### config.mk
export PLATFORM = sky130hd
export DESIGN_NAME = wb_dfltslv
export DESIGN_NICKNAME = d
export VERILOG_FILES = /design/src/rtl/wb_dfltslv.sv
export SDC_FILE = /design/constraint.sdc
export NUM_CORES = 1
export LEC_CHECK = 0
export BUFFER_PORTS_ARGS = -buffer_cell sky130_fd_sc_hd__buf_2
export CAP_MARGIN = 20
export CORE_MARGIN = 2
export CORE_UTILIZATION = 42
export CTS_CLUSTER_DIAMETER = 80
export DETAILED_ROUTE_END_ITERATION = 6
export PLACE_DENSITY = 0.85
export SLEW_MARGIN = 25
export SYNTH_ARGS = -nofsm -noshare
export SYNTH_HDL_FRONTEND = slang
export SYNTH_SLANG_ARGS = --single-unit
### constraint.sdc
create_clock -name clk_i -period 2.6 [get_ports clk_i]
set_clock_uncertainty 0.1 [all_clocks]
set_input_delay 0.39 -clock clk_i [delete_from_list [all_inputs] [get_ports clk_i]]
set_output_delay 0.39 -clock clk_i [all_outputs]
set_load 0.02 [all_outputs]
### src/rtl/wb_dfltslv.sv
// Default wishbone slave: catches accesses to unmapped space, records the
// first fault, counts faults, pulses irq, and either halts simulation or
// completes the access with a fixed read value after ACKLAT cycles.
module wb_dfltslv #(
   parameter int                   ARCHBITSZ = 32,
   parameter logic [ARCHBITSZ-1:0] MAPSZ     = 'h1000,
   parameter int                   MODE      = 0,
   parameter int                   ACKLAT    = 1,
   parameter logic [ARCHBITSZ-1:0] DFLTDAT   = 'hdeadbeef,
   parameter int                   CNTBITSZ  = 8,
   localparam int                  SELBITSZ  = ARCHBITSZ / 8,
   localparam int                  OFFBITSZ  = $clog2(SELBITSZ),
   localparam int                  ADDRBITSZ = ARCHBITSZ - OFFBITSZ
) (
   input  logic                 clk_i,
   input  logic                 rst_i,
   input  logic                 wb_cyc_i,
   input  logic                 wb_stb_i,
   input  logic                 wb_we_i,
   input  logic [ADDRBITSZ-1:0] wb_addr_i,
   input  logic [SELBITSZ-1:0]  wb_sel_i,
   input  logic [ARCHBITSZ-1:0] wb_dat_i,
   output logic                 wb_bsy_o,
   output logic                 wb_ack_o,
   output logic [ARCHBITSZ-1:0] wb_dat_o,
   output logic [ARCHBITSZ-1:0] wb_mapsz_o,
   input  logic                 clr_i,
   output logic                 flt_o,
   output logic [ARCHBITSZ-1:0] fltaddr_o,
   output logic                 fltwe_o,
   output logic [SELBITSZ-1:0]  fltsel_o,
   output logic [CNTBITSZ-1:0]  fltcnt_o,
   output logic                 irq_o
);

   // Halting only makes sense in a simulator; in hardware MODE 0 behaves as MODE 1.
`ifdef SIMULATION
   localparam bit SIM = 1'b1;
`else
   localparam bit SIM = 1'b0;
`endif
   localparam bit HALT = SIM && (MODE == 0);

   typedef enum logic [1:0] {IDLE, WAIT, ACK} state_t;

   state_t                 state_q, state_d;
   logic [3:0]             lat_q, lat_d;
   logic                   we_q, we_d;
   logic                   bsy_q, bsy_d;
   logic                   ack_q, ack_d;
   logic [ARCHBITSZ-1:0]   dat_q, dat_d;
   logic                   irq_q, irq_d;
   logic                   flt_q, flt_d;
   logic [ARCHBITSZ-1:0]   fltaddr_q, fltaddr_d;
   logic                   fltwe_q, fltwe_d;
   logic [SELBITSZ-1:0]    fltsel_q, fltsel_d;
   logic [CNTBITSZ-1:0]    fltcnt_q, fltcnt_d;
   logic                   accept;
   logic [ARCHBITSZ-1:0]   byteaddr;

   // Write data is never stored; fold it away so it does not dangle.
   logic unused_wrdat;
   assign unused_wrdat = ^wb_dat_i;

   assign accept   = wb_cyc_i & wb_stb_i & ~bsy_q;
   assign byteaddr = {wb_addr_i, {OFFBITSZ{1'b0}}};

   // Next-state: access FSM with latency countdown, plus fault record/counter.
   always_comb begin
      state_d   = state_q;
      lat_d     = lat_q;
      we_d      = we_q;
      flt_d     = flt_q;
      fltaddr_d = fltaddr_q;
      fltwe_d   = fltwe_q;
      fltsel_d  = fltsel_q;
      fltcnt_d  = fltcnt_q;
      irq_d     = accept;

      case (state_q)
         IDLE: begin
            if (accept && !HALT) begin
               we_d = wb_we_i;
               // The accept cycle itself counts as the first latency cycle.
               if (ACKLAT == 1) begin
                  state_d = ACK;
               end else begin
                  state_d = WAIT;
                  lat_d   = 4'(ACKLAT - 2);
               end
            end
         end
         WAIT: begin
            // Master gave up: drop the access without acking.
            if (!wb_cyc_i)          state_d = IDLE;
            else if (lat_q == 4'd0) state_d = ACK;
            else                    lat_d   = lat_q - 4'd1;
         end
         ACK:     state_d = IDLE;
         default: state_d = IDLE;
      endcase

      bsy_d = (state_d != IDLE);
      ack_d = (state_d == ACK);
      dat_d = (ack_d && !we_d) ? DFLTDAT : '0;

      // Clear first so that a simultaneous accept re-records the new access.
      if (clr_i) begin
         flt_d     = 1'b0;
         fltaddr_d = '0;
         fltwe_d   = 1'b0;
         fltsel_d  = '0;
         fltcnt_d  = '0;
      end
      if (accept) begin
         if (!flt_d) begin
            fltaddr_d = byteaddr;
            fltwe_d   = wb_we_i;
            fltsel_d  = wb_sel_i;
         end
         flt_d = 1'b1;
         if (fltcnt_d != {CNTBITSZ{1'b1}}) fltcnt_d = fltcnt_d + 1'b1;
      end
   end

   // State and output registers with synchronous reset.
   always_ff @(posedge clk_i) begin
      if (rst_i) begin
         state_q   <= IDLE;
         lat_q     <= '0;
         we_q      <= 1'b0;
         bsy_q     <= 1'b0;
         ack_q     <= 1'b0;
         dat_q     <= '0;
         irq_q     <= 1'b0;
         flt_q     <= 1'b0;
         fltaddr_q <= '0;
         fltwe_q   <= 1'b0;
         fltsel_q  <= '0;
         fltcnt_q  <= '0;
      end else begin
         state_q   <= state_d;
         lat_q     <= lat_d;
         we_q      <= we_d;
         bsy_q     <= bsy_d;
         ack_q     <= ack_d;
         dat_q     <= dat_d;
         irq_q     <= irq_d;
         flt_q     <= flt_d;
         fltaddr_q <= fltaddr_d;
         fltwe_q   <= fltwe_d;
         fltsel_q  <= fltsel_d;
         fltcnt_q  <= fltcnt_d;
      end
   end

`ifdef SIMULATION
   // Halt mode: report the offending byte address and stop the simulation.
   always_ff @(posedge clk_i) begin
      if (!rst_i && accept && HALT) begin
         $write("wb_dfltslv: access to unmapped address 0x%h\n", byteaddr);
         $finish;
      end
   end
`endif

   assign wb_bsy_o   = bsy_q;
   assign wb_ack_o   = ack_q;
   assign wb_dat_o   = dat_q;
   assign wb_mapsz_o = MAPSZ;
   assign flt_o      = flt_q;
   assign fltaddr_o  = fltaddr_q;
   assign fltwe_o    = fltwe_q;
   assign fltsel_o   = fltsel_q;
   assign fltcnt_o   = fltcnt_q;
   assign irq_o      = irq_q;

endmodule

Word-level counts from Yosys, hierarchy flattened
Index checks and enable logic that the tools add are counted.
Word-level totals
  register bits after elaboration: 88
  input bits: 72
  output and inout bits: 113
  word-level logic and storage cells: 48
Operators by class
  add/sub/neg operators: 2
  equal/unequal tests: 3
  multiplexer cells: 21
  bitwise operators: 4
  reduce and logical (&&, ||, !) cells: 6
Operator list (count)
  32-bit 2-to-1 mux: 4
  8-bit 2-to-1 mux: 3
  4-bit 2-to-1 mux: 3
  8-bit by 1-bit adder with 8-bit output (second input constant): 1
  8-bit != test (second input constant): 1
  1-bit 2-to-1 mux: 7
  2-bit 2-to-1 mux: 3
  4-bit logical NOT: 1
  2-bit one-hot mux with 2 select lines: 1
  4-bit by 1-bit subtractor with 4-bit output (second input constant): 1
  3-bit AND reduction: 1
  1-bit AND: 2
  2-bit by 1-bit == test with 1-bit output (second input constant): 1
  2-bit == test (second input constant): 1
  2-bit logical NOT: 1
  1-bit inverter: 2
  2-bit nonzero test: 1
  1-bit logical AND: 1
  1-bit logical NOT: 1

Logic depth before layout (Yosys ltp)
  word-level depth: 7
  depth in mapped cells: 7
  gate-level depth less buffers: 6

Worst setup path before layout
No wires, ideal clock.
  path kind: input to register
  from: input port clr_i
  to: register fltcnt_q[2], in the netlist fltcnt_o[2]
  library setup time: 0.121 ns
  data arrival time: 1.777 ns
  data required time: 2.379 ns
  setup slack: 0.602 ns
  cell stages on the path: 7
  buffers on the path: 1
  cells stage by stage: buf_2 > nor2b_1 > ha_1 > nand3_1 > o41ai_4 > nor2_2 > mux2_4
On the way
  word-level cells in the longest chain between the ends: 4
  elaborated cells on any way between the ends: 5
  those cells by class: add/sub: 1; eq/ne: 1; mux: 3
RTL lines
  start, declared: RTL line 27  | input logic clr_i,
  8-bit 2-to-1 mux *: RTL line 108  | if (clr_i) begin
  8-bit by 1-bit adder with 8-bit output / 8-bit != test (equally long branches): RTL line 122  | if (fltcnt_d != {CNTBITSZ{1'b1}}) fltcnt_d = fltcnt_d + 1'b1;
  8-bit 2-to-1 mux: RTL line 122
  8-bit 2-to-1 mux *: RTL line 115  | if (accept) begin
  end signal, assigned: RTL line 153  | fltcnt_q <= fltcnt_d;
  end, declared: RTL line 57  | logic [CNTBITSZ-1:0] fltcnt_q, fltcnt_d;
Mark *: on every way between the ends. The rest lies on a longest branch, timed or not.
A chain may end at the register's enable or synchronous reset.

Final worst setup path
  from: register fltcnt_q[0], in the netlist fltcnt_o[0]
  to: register fltcnt_q[2], in the netlist fltcnt_o[2]
On the way
  word-level cells in the longest chain between the ends: 4
  elaborated cells on any way between the ends: 5
  those cells by class: add/sub: 1; eq/ne: 1; mux: 3
RTL lines (RTL line)
  8-bit 2-to-1 mux *: 108
  8-bit by 1-bit adder with 8-bit output / 8-bit != test (equally long branches): 122
  8-bit 2-to-1 mux *: 122
  8-bit 2-to-1 mux *: 115
Marked as above.

==> summary.md <==
| Metric | Value |
|---|---|
| Clock sink count | `57` |
| First-pass GRT wire length | `between 9000 and 10,000 µm` |
| Worst EP required | `2.71 ns` |
| Post-synth top flop | `dfxtp_1` |
| Mapped cell area | `between 0.002 and 0.003 mm²` |
| Worst-skew pair later-pin latency | `approximately 0.33 ns` |
| Inserted Diodes | `0` |
| Ys async rst share | `0` |
| Vias in the first global route | `2,127` |
| Largest net degree at the start of global routing | `38` |
| Worst setup EP type | `register` |
| Seq/Total Area, Yosys | `0.4207` |
| Hold Slack | `0.1929 ns` |
| Cts bufs inserted | `9` |
| GRT Resource Usage Total | `0.1670` |
| Setup TNS | `0 ns` |
| Final hold viol count | `0` |
| Area post-placement | `0.002997 mm²` |
| Yosys warns | `0` |
| Number of setup buffers added after CTS | `0` |
| # H-tree levels | `3` |
| CTS root buf | `clkbuf_8` |
| Filler instances | `about 610` |
| Setup violations, final | `0` |
| Leak Pwr | `1.510 nW` |
| Class of the worst hold path | `in2reg` |
| Crit start category | `register` |
| Max Fclk | `just under 500 MHz` |
| Worst-margin pin slew | `roughly 0.70 ns` |
| Remaining DRCs | `0` |
| DRT antenna net count | `0` |
| Antenna violations before repair | `0` |
| Top cell type's share of synthesized area | `0.4207` |
| Io pins | `roughly 190` |
| Die area | `0.007117 mm²` |
| Worst Path Class, Setup | `reg2reg` |
| Dpl hpwl | `~4200 µm` |
| Grt total ovfl | `0` |
| Core Footprint | `~0.0063 mm²` |
| Chip Height | `about 84 µm` |
| Synth area leaders | `dfxtp_1 (42%), buf_4 (17%), a21oi_1 (7.2%)` |
| Initial DRT Pass Iterations | `4` |
| CTS max path bufs | `2` |
| CP max FO | `5` |
| Total Wirelength | `5922 µm` |
| Pwr/cell area | `602.6 mW/mm²` |
| Slew Limit Fails | `0` |
| PostCTS Resize Cnt | `0` |
| Post-Syn Instances | `about 320` |
| Hold_buf cts | `0` |
| Initial core utilization | `0.4296` |
| Via-to-Cell Ratio | `around 4.8` |
| Final RePlAce weighted congestion | `about 0.76` |
| CTS tree | `yes` |
| Final Cycle Share | `0.7918` |
| Unrepaired setup endpoints after global routing | `no` |
| Fin crit period | `a little over 2 ns` |
| Top-count cell post-synth | `buf_4` |
| Post-synth EDFFs | `0` |
| Total Nets Final | `between 400 and 500` |
| Port-buffer cells | `112` |
| Finished Cell Area | `0.003171 mm²` |
| Commonest cells post-synth | `buf_4 (63), dfxtp_1 (57), nand2_1 (40), a21oi_1 (39), nand3_1 (39)` |
| Max VDD drop | `0.0003558 V` |
| FP Rows | `29` |
| Fraction of final layout cells sized beyond drive strength 1 | `0.3422` |
| Slew headroom | `0.5304` |
| Syn avg cell area | `between 8 and 9 µm²` |
| Clk slew on worst S/H paths | `around 0.070 ns` |
| FF+latch count, synth | `57` |
| Drt first-iter violations | `between 100 and 150` |
| WL per Instance | `between 10 and 15 µm` |
| Yosys cell types | `41` |
| Area leader, netlist | `dfxtp_1` |
| Data arrival, critical path | `2.17 ns` |
| Die Width | `84.37 µm` |
| Run status | `complete, no violations` |
| # Max-Cap Violations | `0` |
| Vias | `2,355` |
| Layout area overhead | `16.88%` |
per-layer routing:
| metal | vias to the layer above | track usage | share of wire |
|---|---|---|---|
| li1 | 1143 | - | - |
| met5 | - | 0 | 0 |
| met4 | 0 | 0.07504 | 0.012 |
| met1 | 1091 | 0.1822 | 0.38 |
| met3 | 6 | 0.05015 | 0.090 |
| met2 | 115 | 0.2980 | 0.52 |
final timing paths:
kind                  from  cells after the start             to  slack [ns]
max            fltcnt_o[0]                      6    fltcnt_o[2]        0.54
min          wb_addr_i[24]                      3  fltaddr_o[26]        0.19
max reg2reg    fltcnt_o[0]                      6    fltcnt_o[2]        0.54
min reg2reg   fltaddr_o[5]                      2   fltaddr_o[5]        0.38
cell families (layout without fill, tap and decap cells):
logic type | Yosys count | count (layout) | synth area share
simple gates | 118 | 118 | 0.2177
buf+inv | 84 | 137 | 0.2066
flops | 57 | 57 | 0.4207
compound gates | 47 | 47 | 0.1038
xor+xnor | 7 | 7 | 0.02260
mux | 4 | 4 | 0.01660
fa+ha+maj | 2 | 2 | 0.009224
other cells | 2 | 40 | 0.002769
critical path: stages, from the launching register on:
cell and delay (ns):
dfxtp_1 0.37, nor2b_1 0.24, ha_1 0.26, nand3_1 0.19
o41ai_4 0.40, nor2_2 0.07, mux2_4 0.30
area by class of cell:
cell class | count | area, µm² | share of cell area
multi-input combinational | 218 | 1154 | 0.3639
sequential | 57 | 1141 | 0.3599
timing repair buffer | 115 | 583.1 | 0.1839
clock buffer | 13 | 158.9 | 0.05012
tap | 77 | 96.34 | 0.03039
inverter | 6 | 22.52 | 0.007103
clock inverter | 3 | 15.01 | 0.004736
registers in the layout (all words and copies together), names as in the netlist, 2 cells and up:
register and flops:
fltaddr_o 32, state_q 2, fltsel_o 4, lat_q 4, fltcnt_o 8
through the flow:
step | setup slack [ns] | utilization | total power (W) | std cells
after floorplan | 0.6017 | - | 0.001179 | 359
after global placement | 0.5026 | 0.4746 | 0.001197 | 473
after detailed placement | 0.3743 | 0.4746 | 0.001201 | 473
after CTS | 0.5555 | 0.5022 | 0.001938 | 489
after global routing | 0.3940 | 0.5022 | 0.002000 | 489
final | 0.5412 | 0.5022 | 0.001911 | 489
power by group:
part,internal [W],switching (W)
clock,0.000394,0.000337
combinational,0.0000741,0.000191
sequential,0.000899,0.0000158
layout by cell type, fill, tap and decap left out, types with 3 or more instances in the layout:
cell      instances
conb_1           40
nor3_1            3
a21oi_1          39
inv_1             5
clkbuf_8         11
dfxtp_1          57
buf_2           112
nor2_1           11
buf_4             3
xnor2_1           6
clkinv_2          3
nand2_1          40
mux2i_1           3
nor4_1            5
nand3_1          39
No activity file was read; power rests on OpenSTA's default activity.
